<file path="config.mk">
export PLATFORM = sky130hd
export DESIGN_NAME = prio_arbiter_param
export DESIGN_NICKNAME = d
export VERILOG_FILES = /design/src/rtl/prio_arbiter_param.sv
export SDC_FILE = /design/constraint.sdc
export NUM_CORES = 1
export LEC_CHECK = 0
export CAP_MARGIN = 20
export CORE_ASPECT_RATIO = 1.5
export CORE_MARGIN = 2
export CORE_UTILIZATION = 45
export DETAILED_ROUTE_END_ITERATION = 10
export GPL_TIMING_DRIVEN = 0
export PLACE_DENSITY = 0.74
export SETUP_SLACK_MARGIN = 0.3
export SYNTH_ARGS = -nofsm -noshare
export SYNTH_HDL_FRONTEND = slang
export SYNTH_SLANG_ARGS = --single-unit
</file>
<file path="constraint.sdc">
create_clock -name clk -period 4.34 [get_ports clk]
set_input_delay 1.085 -clock clk [delete_from_list [all_inputs] [get_ports clk]]
set_output_delay 1.085 -clock clk [all_outputs]
set_load 0.01 [all_outputs]
</file>
<file path="src/rtl/prio_arbiter_param.sv">
// N-input registered arbiter (fixed priority or round-robin) that holds each grant until ack.
// Optional grant watchdog enabled by defining PRIO_ARB_TIMEOUT_EN.
module prio_arbiter_param #(
  parameter int N          = 8,
  parameter int TMO_CYCLES = 16,
  localparam int CW        = $clog2(N + 1)
) (
  input  logic          clk,
  input  logic          reset_n,
  input  logic [N-1:0]  req,
  input  logic          rr_mode,
  input  logic          ack,
  output logic [N-1:0]  grant,
  output logic [CW-1:0] code,
  output logic          valid,
  output logic          timeout
);

  localparam int PW = $clog2(N);
  localparam logic [PW-1:0] PTR_LAST = PW'(N - 1);
  localparam logic [N-1:0]  ONE_HOT0 = {{(N - 1){1'b0}}, 1'b1};

  typedef enum logic [0:0] {
    ST_IDLE  = 1'b0,
    ST_GRANT = 1'b1
  } state_t;

  state_t        state_q, state_d;
  logic [N-1:0]  grant_q, grant_d;
  logic [CW-1:0] code_q, code_d;
  logic          valid_q, valid_d;
  logic          timeout_q, timeout_d;
  logic [PW-1:0] ptr_q, ptr_d;
  logic          rr_q, rr_d;

  logic          win_found_s;
  logic [PW-1:0] win_idx_s;
  logic [PW-1:0] cand_s;
  logic          tmo_hit_s;

  // Descending search for the winner; fixed mode starts at N-1, round-robin at ptr with wrap.
  always_comb begin
    win_found_s = 1'b0;
    win_idx_s   = '0;
    cand_s      = '0;
    for (int i = 0; i < N; i++) begin
      if (rr_mode) begin
        cand_s = (int'(ptr_q) >= i) ? PW'(int'(ptr_q) - i) : PW'(int'(ptr_q) + N - i);
      end else begin
        cand_s = PW'(N - 1 - i);
      end
      win_idx_s   = (!win_found_s && req[cand_s]) ? cand_s : win_idx_s;
      win_found_s = win_found_s | req[cand_s];
    end
  end

`ifdef PRIO_ARB_TIMEOUT_EN
  localparam int TW = $clog2(TMO_CYCLES + 1);

  logic [TW-1:0] wd_cnt_q, wd_cnt_d;

  assign tmo_hit_s = (state_q == ST_GRANT) && (wd_cnt_q == TW'(TMO_CYCLES - 1));

  // Watchdog counts un-acked GRANT cycles; held at zero outside GRANT so each grant starts fresh.
  always_comb begin
    if ((state_q == ST_GRANT) && !ack && !tmo_hit_s) begin
      wd_cnt_d = wd_cnt_q + TW'(1);
    end else begin
      wd_cnt_d = '0;
    end
  end

  // Watchdog counter register.
  always_ff @(posedge clk or negedge reset_n) begin
    if (!reset_n) begin
      wd_cnt_q <= '0;
    end else begin
      wd_cnt_q <= wd_cnt_d;
    end
  end
`else
  assign tmo_hit_s = 1'b0;
`endif

  // Next-state logic: arbitrate in IDLE, hold in GRANT until ack or watchdog release.
  always_comb begin
    state_d   = state_q;
    grant_d   = grant_q;
    code_d    = code_q;
    valid_d   = valid_q;
    ptr_d     = ptr_q;
    rr_d      = rr_q;
    timeout_d = 1'b0;
    case (state_q)
      ST_IDLE: begin
        if (win_found_s) begin
          state_d = ST_GRANT;
          grant_d = ONE_HOT0 << win_idx_s;
          code_d  = CW'(win_idx_s) + CW'(1);
          valid_d = 1'b1;
          rr_d    = rr_mode;
        end else begin
          grant_d = '0;
          code_d  = '0;
          valid_d = 1'b0;
        end
      end
      ST_GRANT: begin
        if (ack || tmo_hit_s) begin
          state_d   = ST_IDLE;
          grant_d   = '0;
          code_d    = '0;
          valid_d   = 1'b0;
          timeout_d = tmo_hit_s & ~ack;
          // Last round-robin winner drops to lowest priority: ptr = w-1 with w = code-1.
          if (rr_q) begin
            ptr_d = (code_q == CW'(1)) ? PTR_LAST : PW'(code_q - CW'(2));
          end else begin
            ptr_d = ptr_q;
          end
        end else begin
          state_d = ST_GRANT;
        end
      end
      default: begin
        state_d = ST_IDLE;
        grant_d = '0;
        code_d  = '0;
        valid_d = 1'b0;
      end
    endcase
  end

  // FSM state and registered outputs.
  always_ff @(posedge clk or negedge reset_n) begin
    if (!reset_n) begin
      state_q   <= ST_IDLE;
      grant_q   <= '0;
      code_q    <= '0;
      valid_q   <= 1'b0;
      timeout_q <= 1'b0;
      ptr_q     <= PTR_LAST;
      rr_q      <= 1'b0;
    end else begin
      state_q   <= state_d;
      grant_q   <= grant_d;
      code_q    <= code_d;
      valid_q   <= valid_d;
      timeout_q <= timeout_d;
      ptr_q     <= ptr_d;
      rr_q      <= rr_d;
    end
  end

  assign grant   = grant_q;
  assign code    = code_q;
  assign valid   = valid_q;
  assign timeout = timeout_q;

endmodule
</file>
# After elaboration in Yosys (flattened, before gate mapping)

Index checks and enable logic that the tools add are counted.

Register bits: 18
Latch bits: 0
RAM bits: 0
Memory bits (read-only): 0
Input port bits: 12
Output and inout port bits: 14
Memories: 0

Add/sub/neg operators: 17
Multiply operators: 0
Div/mod/pow operators: 0
Magnitude comparators: 15
Equal/unequal tests: 2
Shift-type cells: 1
Muxes and demuxes: 51
Bitwise gates (word level): 8
Reduce and logical (&&, ||, !) cells: 16

Operator list:

| kind                  | number |
|---|---|
| $mux W3               | 24 |
| $lt A3 B4 Y1 const B  | 8 |
| $sub A3 B3 Y3 const B | 9 |
| $bmux W1 S3           | 8 |
| $mux W8               | 2 |
| $pmux W8 S2           | 1 |
| $sub A3 B2 Y3 const B | 5 |
| $ge A3 B3 Y1 const B  | 4 |
| $mux W1               | 11 |
| $mux W4               | 2 |
| $pmux W4 S2           | 1 |
| $shl A1 B3 Y8 const A | 1 |
| $logic_and A1 B1 Y1   | 7 |
| $logic_not A1 Y1      | 7 |
| $or A1 B1 Y1          | 7 |
| $ge A3 B2 Y1 const B  | 2 |
| $add A3 B1 Y4 const B | 1 |
| $eq A4 B1 Y1 const B  | 1 |
| $pmux W1 S2           | 2 |
| $add A3 B1 Y3 const B | 1 |
| $ge A3 B1 Y1 const B  | 1 |
| $reduce_and A3 Y1     | 1 |
| $sub A3 B1 Y3 const B | 1 |
| $ne A2 B2 Y1 const B  | 1 |
| other kinds (2)       | 2 |

# Depth between registers and ports, before layout

Gate-level depths: netlist of the first run.

Depth after elaboration: 18
Depth in mapped cells: 14
Depth with buffers taken out: 12

# Worst setup path after synthesis of the first run

OpenSTA, ideal clock, no wires.

Path kind: input port to flip-flop
Start point: input port rr_mode
End point: register grant_q[3], in the netlist grant[3]
Arrival: 3.404 ns
Data required time: 4.219 ns
Path slack: 0.815 ns
Stages on the path: 10
Buffers on the path: 0
Cell sequence: and2b_4 > mux2_4 > mux4_2 > a211o_1 > a31oi_4 > a21oi_2 > a311oi_4 > nor2_1 > ha_1 > a22o_1

Word-level cells in the longest chain between the ends: 15
Elaborated cells on any way between the ends: 56
Those cells by class: 1 x shift; 34 x mux; 7 x bitwise; 14 x reduce/logical

Ends and longest elaborated chain:

| item                                                    | RTL line | source |
|---|---|---|
| from (decl)                                             | 11       | `input logic rr_mode,` |
| $mux W3                                                 | 47       | `if (rr_mode) begin` |
| $bmux W1 S3                                             | 52, 53   |  |
| $mux W1 (not written as such)                           | 52, 53   |  |
| $logic_not A1 Y1 / $or A1 B1 Y1 (equally long branches) | 52, 53   |  |
| $logic_and A1 B1 Y1 (tied with other cells)             | 52       | `win_idx_s = (!win_found_s && req[cand_s]) ? cand_s : win_idx_s;` |
| $mux W3 (tied with other cells) (5 in a row)            | 52       |  |
| $mux W3 / $logic_and A1 B1 Y1 (equally long branches)   | 52       |  |
| $mux W3                                                 | 52       |  |
| $shl A1 B3 Y8                                           | 98       | `grant_d = ONE_HOT0 << win_idx_s;` |
| $mux W8 *                                               | 96       | `if (win_found_s) begin` |
| $pmux W8 S2 *                                           | 94       | `case (state_q)` |
| to (signal assigned)                                    | 146      | `grant_q <= grant_d;` |
| to (decl)                                               | 29       | `logic [N-1:0] grant_q, grant_d;` |

Every way passes the cells marked *; elsewhere a longest branch is shown, timed or not. The select of a mux whose other input is x is not followed.
A chain may end at the register's enable or synchronous reset.

# Worst setup path after layout of the first run

Start point: input port req[2]
End point: register code_q[2], in the netlist code[2]

Word-level cells in the longest chain between the ends: 14
Elaborated cells on any way between the ends: 48
Those cells by class: 1 x add/sub; 26 x mux; 7 x bitwise; 14 x reduce/logical

Ends and longest elaborated chain:

| item                                                    | RTL line | source |
|---|---|---|
| from (decl)                                             | 10       | `input logic [N-1:0] req,` |
| $bmux W1 S3                                             | 52, 53   |  |
| $mux W1 (not written as such)                           | 52, 53   |  |
| $logic_not A1 Y1 / $or A1 B1 Y1 (equally long branches) | 52, 53   |  |
| $logic_and A1 B1 Y1 (tied with other cells)             | 52       |  |
| $mux W3 (tied with other cells) (5 in a row)            | 52       |  |
| $mux W3 / $logic_and A1 B1 Y1 (equally long branches)   | 52       |  |
| $mux W3                                                 | 52       |  |
| $add A3 B1 Y4                                           | 99       | `code_d = CW'(win_idx_s) + CW'(1);` |
| $mux W4 *                                               | 96       |  |
| $pmux W4 S2 *                                           | 94       |  |
| to (signal assigned)                                    | 147      | `code_q <= code_d;` |
| to (decl)                                               | 30       | `logic [CW-1:0] code_q, code_d;` |

Marks and branches as above.

==> summary.txt, run 1 <==
Run status
  • Outcome: complete, no violations

Worst setup path
  • Setup crit end kind: register
  • Worst path cell trace: clkdlybuf4s50_1 -> and3b_4 -> a21o_1 -> mux4_2 -> a211o_1 -> a31oi_4 -> a21oi_2 -> a311oi_4 -> nor2_1 -> ha_1 -> o21ai_0
  • Delay of the slowest critical-path stage: 520 ps
  • CP max stage cell: mux4_2
  • Data required time at the worst endpoint: 4510 ps
  • Crit-path max FO: 5
  • CP Launch Type: primary input
  • Worst R2R Start: ptr_q[2]
  • Worst Setup SP: req[2]
  • Crit path DAT: 4020 ps
  • CP Class: primary input to register

Logic synthesis
  • Synth Flop Type: dfrtp_1
  • Synthesized flop and latch total: 18
  • Top cells by count, synth: nand2_1 (21), dfrtp_1 (15), nor2_1 (11), o21ai_0 (11)
  • Synth Instances: 210
  • Ys async rst share: 100.0%
  • Mapped Avg Cell Area: 9.032 µm²
  • Number of synthesized flops with an enable pin: 0
  • Syn Std Cell Area: 1897 µm²
  • Net Count, Synth: 226
  • Yosys top cell area share: 19.79%
  • Synthesis warning total: 0
  • Seq/Total Area, Yosys: 23.94%
  • Top cell type by total area after synthesis: dfrtp_1
  • Count leader, synth: nand2_1
  • Synth cell types: 65
  • Synth area leaders: dfrtp_1 (20%), mux2i_1 (4.2%), dfstp_2 (4.2%)

Global routing
  • First-pass GRT wire length: 8507 µm
  • Vias in the first global route: 1906
  • Initial antenna violation count: 0
  • Grt total ovfl: 0
  • Largest net degree at the start of global routing: 19
  • GRT Resource Usage Total: 22.05%

Detailed routing
  • First drt pass iteration count: 4
  • Drt total wl: 5249 µm
  • Routed wire per std cell: 18.16 µm
  • Total vias in the final route: 1893
  • 1st-iter DRT viols: 95
  • Via/cell ratio: 6.550
  • Routed Antenna Nets: 0
  • DRC Markers: 0

Placement
  • Pre-CTS WS: -124.9 ps
  • Gpl congestion: 0.8939
  • # placed instances: 279
  • Input/output buffers: 24
  • Detailed-placement wirelength estimate: 3936 µm

Floorplan
  • # IOs: 26
  • Core ar.: 3994 µm²
  • Die footprint: 4761 µm²
  • FP Rows: 28
  • Die W: 57.01 µm
  • Initial Util: 47.49%
  • Die Y: 83.52 µm

Power and ir drop
  • Final Power: 1877 µW
  • Pwr/cell area: 788.9 nW/µm²
  • Worst ir drop on vdd: 526.1 µV
  • Leak pwr: 0.0009902 µW

Clocking
  • Clk_lat worst skew: 250 ps
  • Cts hold-fix bufs: 0
  • H-tree levels: 1
  • Clock slew at reported path FFs: 60 ps
  • Clk root buf: clkbuf_8
  • Number of CTS-inserted buffers: 3
  • Clock sink count: 18
  • Clk buf depth: 2
  • CTS tree: done

STA
  • Slew headroom: 48.42%
  • Final period util: 88.75%
  • Fin. Hold Viols: 0
  • Unrepaired setup endpoints after global routing: false
  • Worst hold margin: 480.4 ps
  • Setup violators final: 0
  • Slack of the critical path: 488.3 ps
  • Fmax: 259.6 MHz
  • Max-slew violations: 0
  • Crit path time final: 3852 ps
  • Slew at the pin closest to its max-slew limit: 771.3 ps
  • Clock skew: 3.464 ps

Layout
  • Post-route insts no fill: 289
  • Layout cells sized above 1: 23.77%
  • Nets: 261
  • FILL cells: 375
  • Antenna diodes: 0
  • Final core occ: 59.56%
  • Area Overhead vs Synth: 25.40%

Min path
  • Hold Path Origin: grant[7]
  • Worst hold path class: register to register

Flow run
  • Max cap viols: 0
registers in the layout (all words and copies together) (netlist names):
name and cells:
rr_q 1, code 4, state_q 1, grant 8
ptr_q 3, valid 1
layout make-up:
class | count | area, µm² | share of cell area (%)
flip-flops and latches | 18 | 454.2 | 19.10
inverters | 7 | 26.28 | 1.105
repair buffers | 30 | 286.5 | 12.05
well taps | 45 | 56.30 | 2.367
plain buffers | 11 | 78.83 | 3.314
clock buffers | 4 | 55.05 | 2.315
multi-input cells | 174 | 1421 | 59.76
layout by cell type (no fill, tap or decap), types with 3 or more instances in the layout:
cell | netlist | final
mux2_2 | 4 | 4
clkdlybuf4s50_1 | 0 | 22
a21oi_1 | 7 | 5
ha_1 | 4 | 4
a31oi_1 | 3 | 3
xor2_1 | 3 | 3
o22a_1 | 4 | 4
a21o_1 | 6 | 6
nor2b_1 | 4 | 4
o21ai_0 | 11 | 11
buf_6 | 3 | 3
dfrtp_1 | 15 | 15
clkbuf_8 | 0 | 4
mux2i_1 | 8 | 7
buf_4 | 3 | 9
nand3_1 | 8 | 8
a21oi_2 | 1 | 3
o22ai_1 | 3 | 3
dfstp_2 | 3 | 3
a211oi_1 | 8 | 6
a22o_1 | 6 | 6
a211o_1 | 5 | 5
nor2_1 | 11 | 11
nor3_1 | 3 | 3
nand2b_1 | 5 | 5
inv_1 | 7 | 7
a211oi_2 | 2 | 4
nand2_1 | 21 | 21
cell families after synthesis:
group                      count (synthesis)  synth area share, %
adders and majority gates                  4                2.639
AOI/OAI and AO/OA                         80                34.89
and+or+nand+nor                           69                20.78
buffers and inverters                     18                5.475
DFF                                       18                23.94
xor gates and xnor gates                   5                2.309
muxes                                     15                9.762
other                                      1               0.1977
routing by layer:
metal,up-vias,global-route usage (%),wire length (µm)
met5,-,0,0
met2,79,37.72,2576
met3,30,2.171,253
met1,904,24.68,2063
met4,0,15.64,356
li1,880,-,-
where the power goes:
group	leakage [µW]	internal (µW)	switching, µW	total [µW]
clock network	0.0000288	80.5	52.4	133
logic	0.000733	640	813	1450
registers	0.000228	245	45.8	291
worst max-delay path: cells and delay by family:
| family | cells | cell delay (ps) |
|---|---|---|
| buffers and inverters | 1 | 480 |
| and+or+nand+nor | 2 | 320 |
| adders and majority gates | 1 | 280 |
| muxes | 1 | 520 |
| AOI/OAI and AO/OA | 6 | 1340 |
worst paths after layout:
path,to,slack [ps],cells after the start
min in group asynchronous,grant[4],1280,1
max reg2reg,code[2],750,12
max,code[2],490,11
min,grant[7],480,1
min reg2reg,grant[7],480,1
max in group asynchronous,rr_q,2570,1
metrics by stage:
stage               setup TNS, ps  cell area, µm²
floorplan                       0            1897
finish                          0            2379
global route                    0            2379
CTS                             0            2327
detailed placement         -535.0            2193
global placement           -453.7            2193
what timing repair did:
action                     CTS  global route
setup endpoints to repair   10             2
buffers inserted             3             3
gates resized for setup      9             8
pin swaps                    3             3
Note: power is estimated with default switching activity, not from simulation.
==> run 2: changes to the inputs <==
==> constraint.sdc (replaced) <==
create_clock -name clk -period 4.85 [get_ports clk]
set_input_delay 1.2125 -clock clk [delete_from_list [all_inputs] [get_ports clk]]
set_output_delay 1.2125 -clock clk [all_outputs]
set_load 0.01 [all_outputs]
==> summary.txt, run 2 (same netlist as run 1, synthesis figures left out) <==
Clocking
  • Number of CTS-inserted buffers: 3 (unchanged)
  • H-tree levels: 1 (unchanged)
  • Clock sink count: 18 (unchanged)
  • Clk buf depth: 2 (unchanged)
  • Clk_lat worst skew: 250 ps (about the same)
  • Clock slew at reported path FFs: 70 ps (was 60 ps)
  • CTS tree: done (unchanged)
  • Clk root buf: clkbuf_8 (unchanged)

Power and ir drop
  • Leak pwr: 0.0009481 µW (was 0.0009902 µW)
  • Worst ir drop on vdd: 461.4 µV (was 526.1 µV)
  • Pwr/cell area: 687.3 nW/µm² (was 788.9 nW/µm²)

STA
  • Worst hold margin: 479.1 ps (was 480.4 ps)
  • Final period util: 88.09%
  • Unrepaired setup endpoints after global routing: false (unchanged)
  • Setup TNS: 0 ps (unchanged)
  • Fmax: 234.1 MHz
  • Slack of the critical path: 577.4 ps (was 488.3 ps)
  • Crit path time final: 4273 ps
  • Fin. Hold Viols: 0 (unchanged)
  • Slew at the pin closest to its max-slew limit: 786.7 ps (was 771.3 ps)
  • Max-slew violations: 0 (unchanged)
  • Clock skew: 3.314 ps (was 3.464 ps)
  • Setup violators final: 0 (unchanged)
  • Slew headroom: 47.39% (was 48.42%)

Detailed routing
  • Drt total wl: 5014 µm (was 5249 µm)
  • Total vias in the final route: 1847 (was 1893)
  • DRC Markers: 0 (unchanged)
  • Via/cell ratio: 6.527 (was 6.550)
  • Routed Antenna Nets: 0 (unchanged)
  • 1st-iter DRT viols: 68 (was 95)
  • Routed wire per std cell: 17.72 µm (was 18.16 µm)
  • First drt pass iteration count: 4 (unchanged)

Layout
  • Final core occ: 56.89% (was 59.56%)
  • Most frequent cells in the layout: clkdlybuf4s50_1 (24), nand2_1 (21), dfrtp_1 (15) (was clkdlybuf4s50_1 (22), nand2_1 (21), dfrtp_1 (15))
  • Antenna diodes: 0 (unchanged)
  • Nets: 255 (was 261)
  • Area Overhead vs Synth: 19.79% (was 25.40%)
  • Layout cells sized above 1: 20.17% (was 23.77%)
  • Max reg flops: 8 (unchanged)
  • Commonest non-fill, non-tap cell in the layout: clkdlybuf4s50_1 (unchanged)
  • Final Instance Area: 2272 µm² (was 2379 µm²)

Floorplan
  • Core ar.: 3994 µm² (unchanged)
  • # IOs: 26 (unchanged)
  • Die footprint: 4761 µm² (unchanged)
  • Die W: 57.01 µm (unchanged)
  • FP Rows: 28 (unchanged)
  • Die Y: 83.52 µm (unchanged)
  • Initial Util: 47.49% (unchanged)

Global routing
  • Vias in the first global route: 1802 (was 1906)
  • First-pass GRT wire length: 8273 µm (was 8507 µm)
  • Grt total ovfl: 0 (unchanged)
  • Initial antenna violation count: 0 (unchanged)
  • GRT Resource Usage Total: 21.57% (was 22.05%)
  • Largest net degree at the start of global routing: 19 (unchanged)

Placement
  • Dpl cell area: 2193 µm² (unchanged)
  • Detailed-placement wirelength estimate: 3936 µm (unchanged)
  • Gpl congestion: 0.8939 (unchanged)
  • Input/output buffers: 24 (unchanged)
  • Pre-CTS WS: 257.6 ps (was -124.9 ps)

Worst setup path
  • Crit-path max FO: 8 (was 5)
  • Setup crit end kind: register (unchanged)
  • Data required time at the worst endpoint: 4990 ps (was 4510 ps)
  • Crit path DAT: 4410 ps (was 4020 ps)
  • Reg2Reg Setup Slack: 1110 ps (was 750 ps)
  • CP Class: primary input to register (unchanged)
  • CP Launch Type: primary input (unchanged)

Flow run
  • Max cap viols: 0 (unchanged)

Min path
  • Worst hold path class: register to register (unchanged)

Run status
  • Outcome: complete, no violations (unchanged)
run 2: changes by cell type in the layout (fill, tap and decap cells not counted), moves of 2 or more:
cell,previous run,this run
a2111oi_0,0,2
clkdlybuf4s50_1,22,24
a21oi_2,3,1
buf_4,9,3
a21oi_1,5,7
a2111oi_1,2,0
run 2: path summary, 6_finish.rpt:
path / startpoint / endpoint / cells after the start
max: rr_mode / grant[0] / 10
min: valid / valid / 2
max reg2reg: ptr_q[0] / grant[0] / 13
min reg2reg: valid / valid / 2
max in group asynchronous: reset_n / rr_q / 1
min in group asynchronous: reset_n / grant[6] / 1
run 2: area by class of cell:
type	instances	area [µm²]
buffer	11	78.83
clock buffer	4	55.05
fill	387	1722
inverter	7	26.28
multi-input combinational	174	1361
sequential	18	454.2
tap	45	56.30
timing repair buffer	24	240.2
run 2: critical path, stage by stage:
cell,delay [ps]
clkdlybuf4s50_1,560
and2b_4,240
mux2_4,310
mux4_2,520
nor3_2,280
nand4_2,290
o21bai_2,410
inv_1,120
and2_4,200
a32o_2,260
run 2: what timing repair did:
item / 4_1_cts / 5_1_grt
setup endpoints to repair: 0 / 3
hold buffers: 0 / 0
resized for setup: 0 / 5
setup buffers: 0 / 0
run 2: power breakdown:
group / internal, µW / leakage [µW] / switching (µW)
clock network: 72.0 / 0.0000288 / 47.0
logic: 508 / 0.000691 / 676
registers: 219 / 0.000228 / 39.8
run 2: through the flow:
step | std cells | power [µW]
2_1_floorplan | 210 | 1115
3_3_place_gp | 279 | 1399
3_5_place_dp | 279 | 1409
4_1_cts | 283 | 1538
5_1_grt | 283 | 1689
6_report | 283 | 1562
run 2: layer usage:
layer	global-route usage [%]	routed length, µm	vias up
li1	-	-	867
met1	24.76	2007	888
met2	38.24	2564	75
met3	1.705	231	17
met4	11.84	211	0
met5	0	0	-
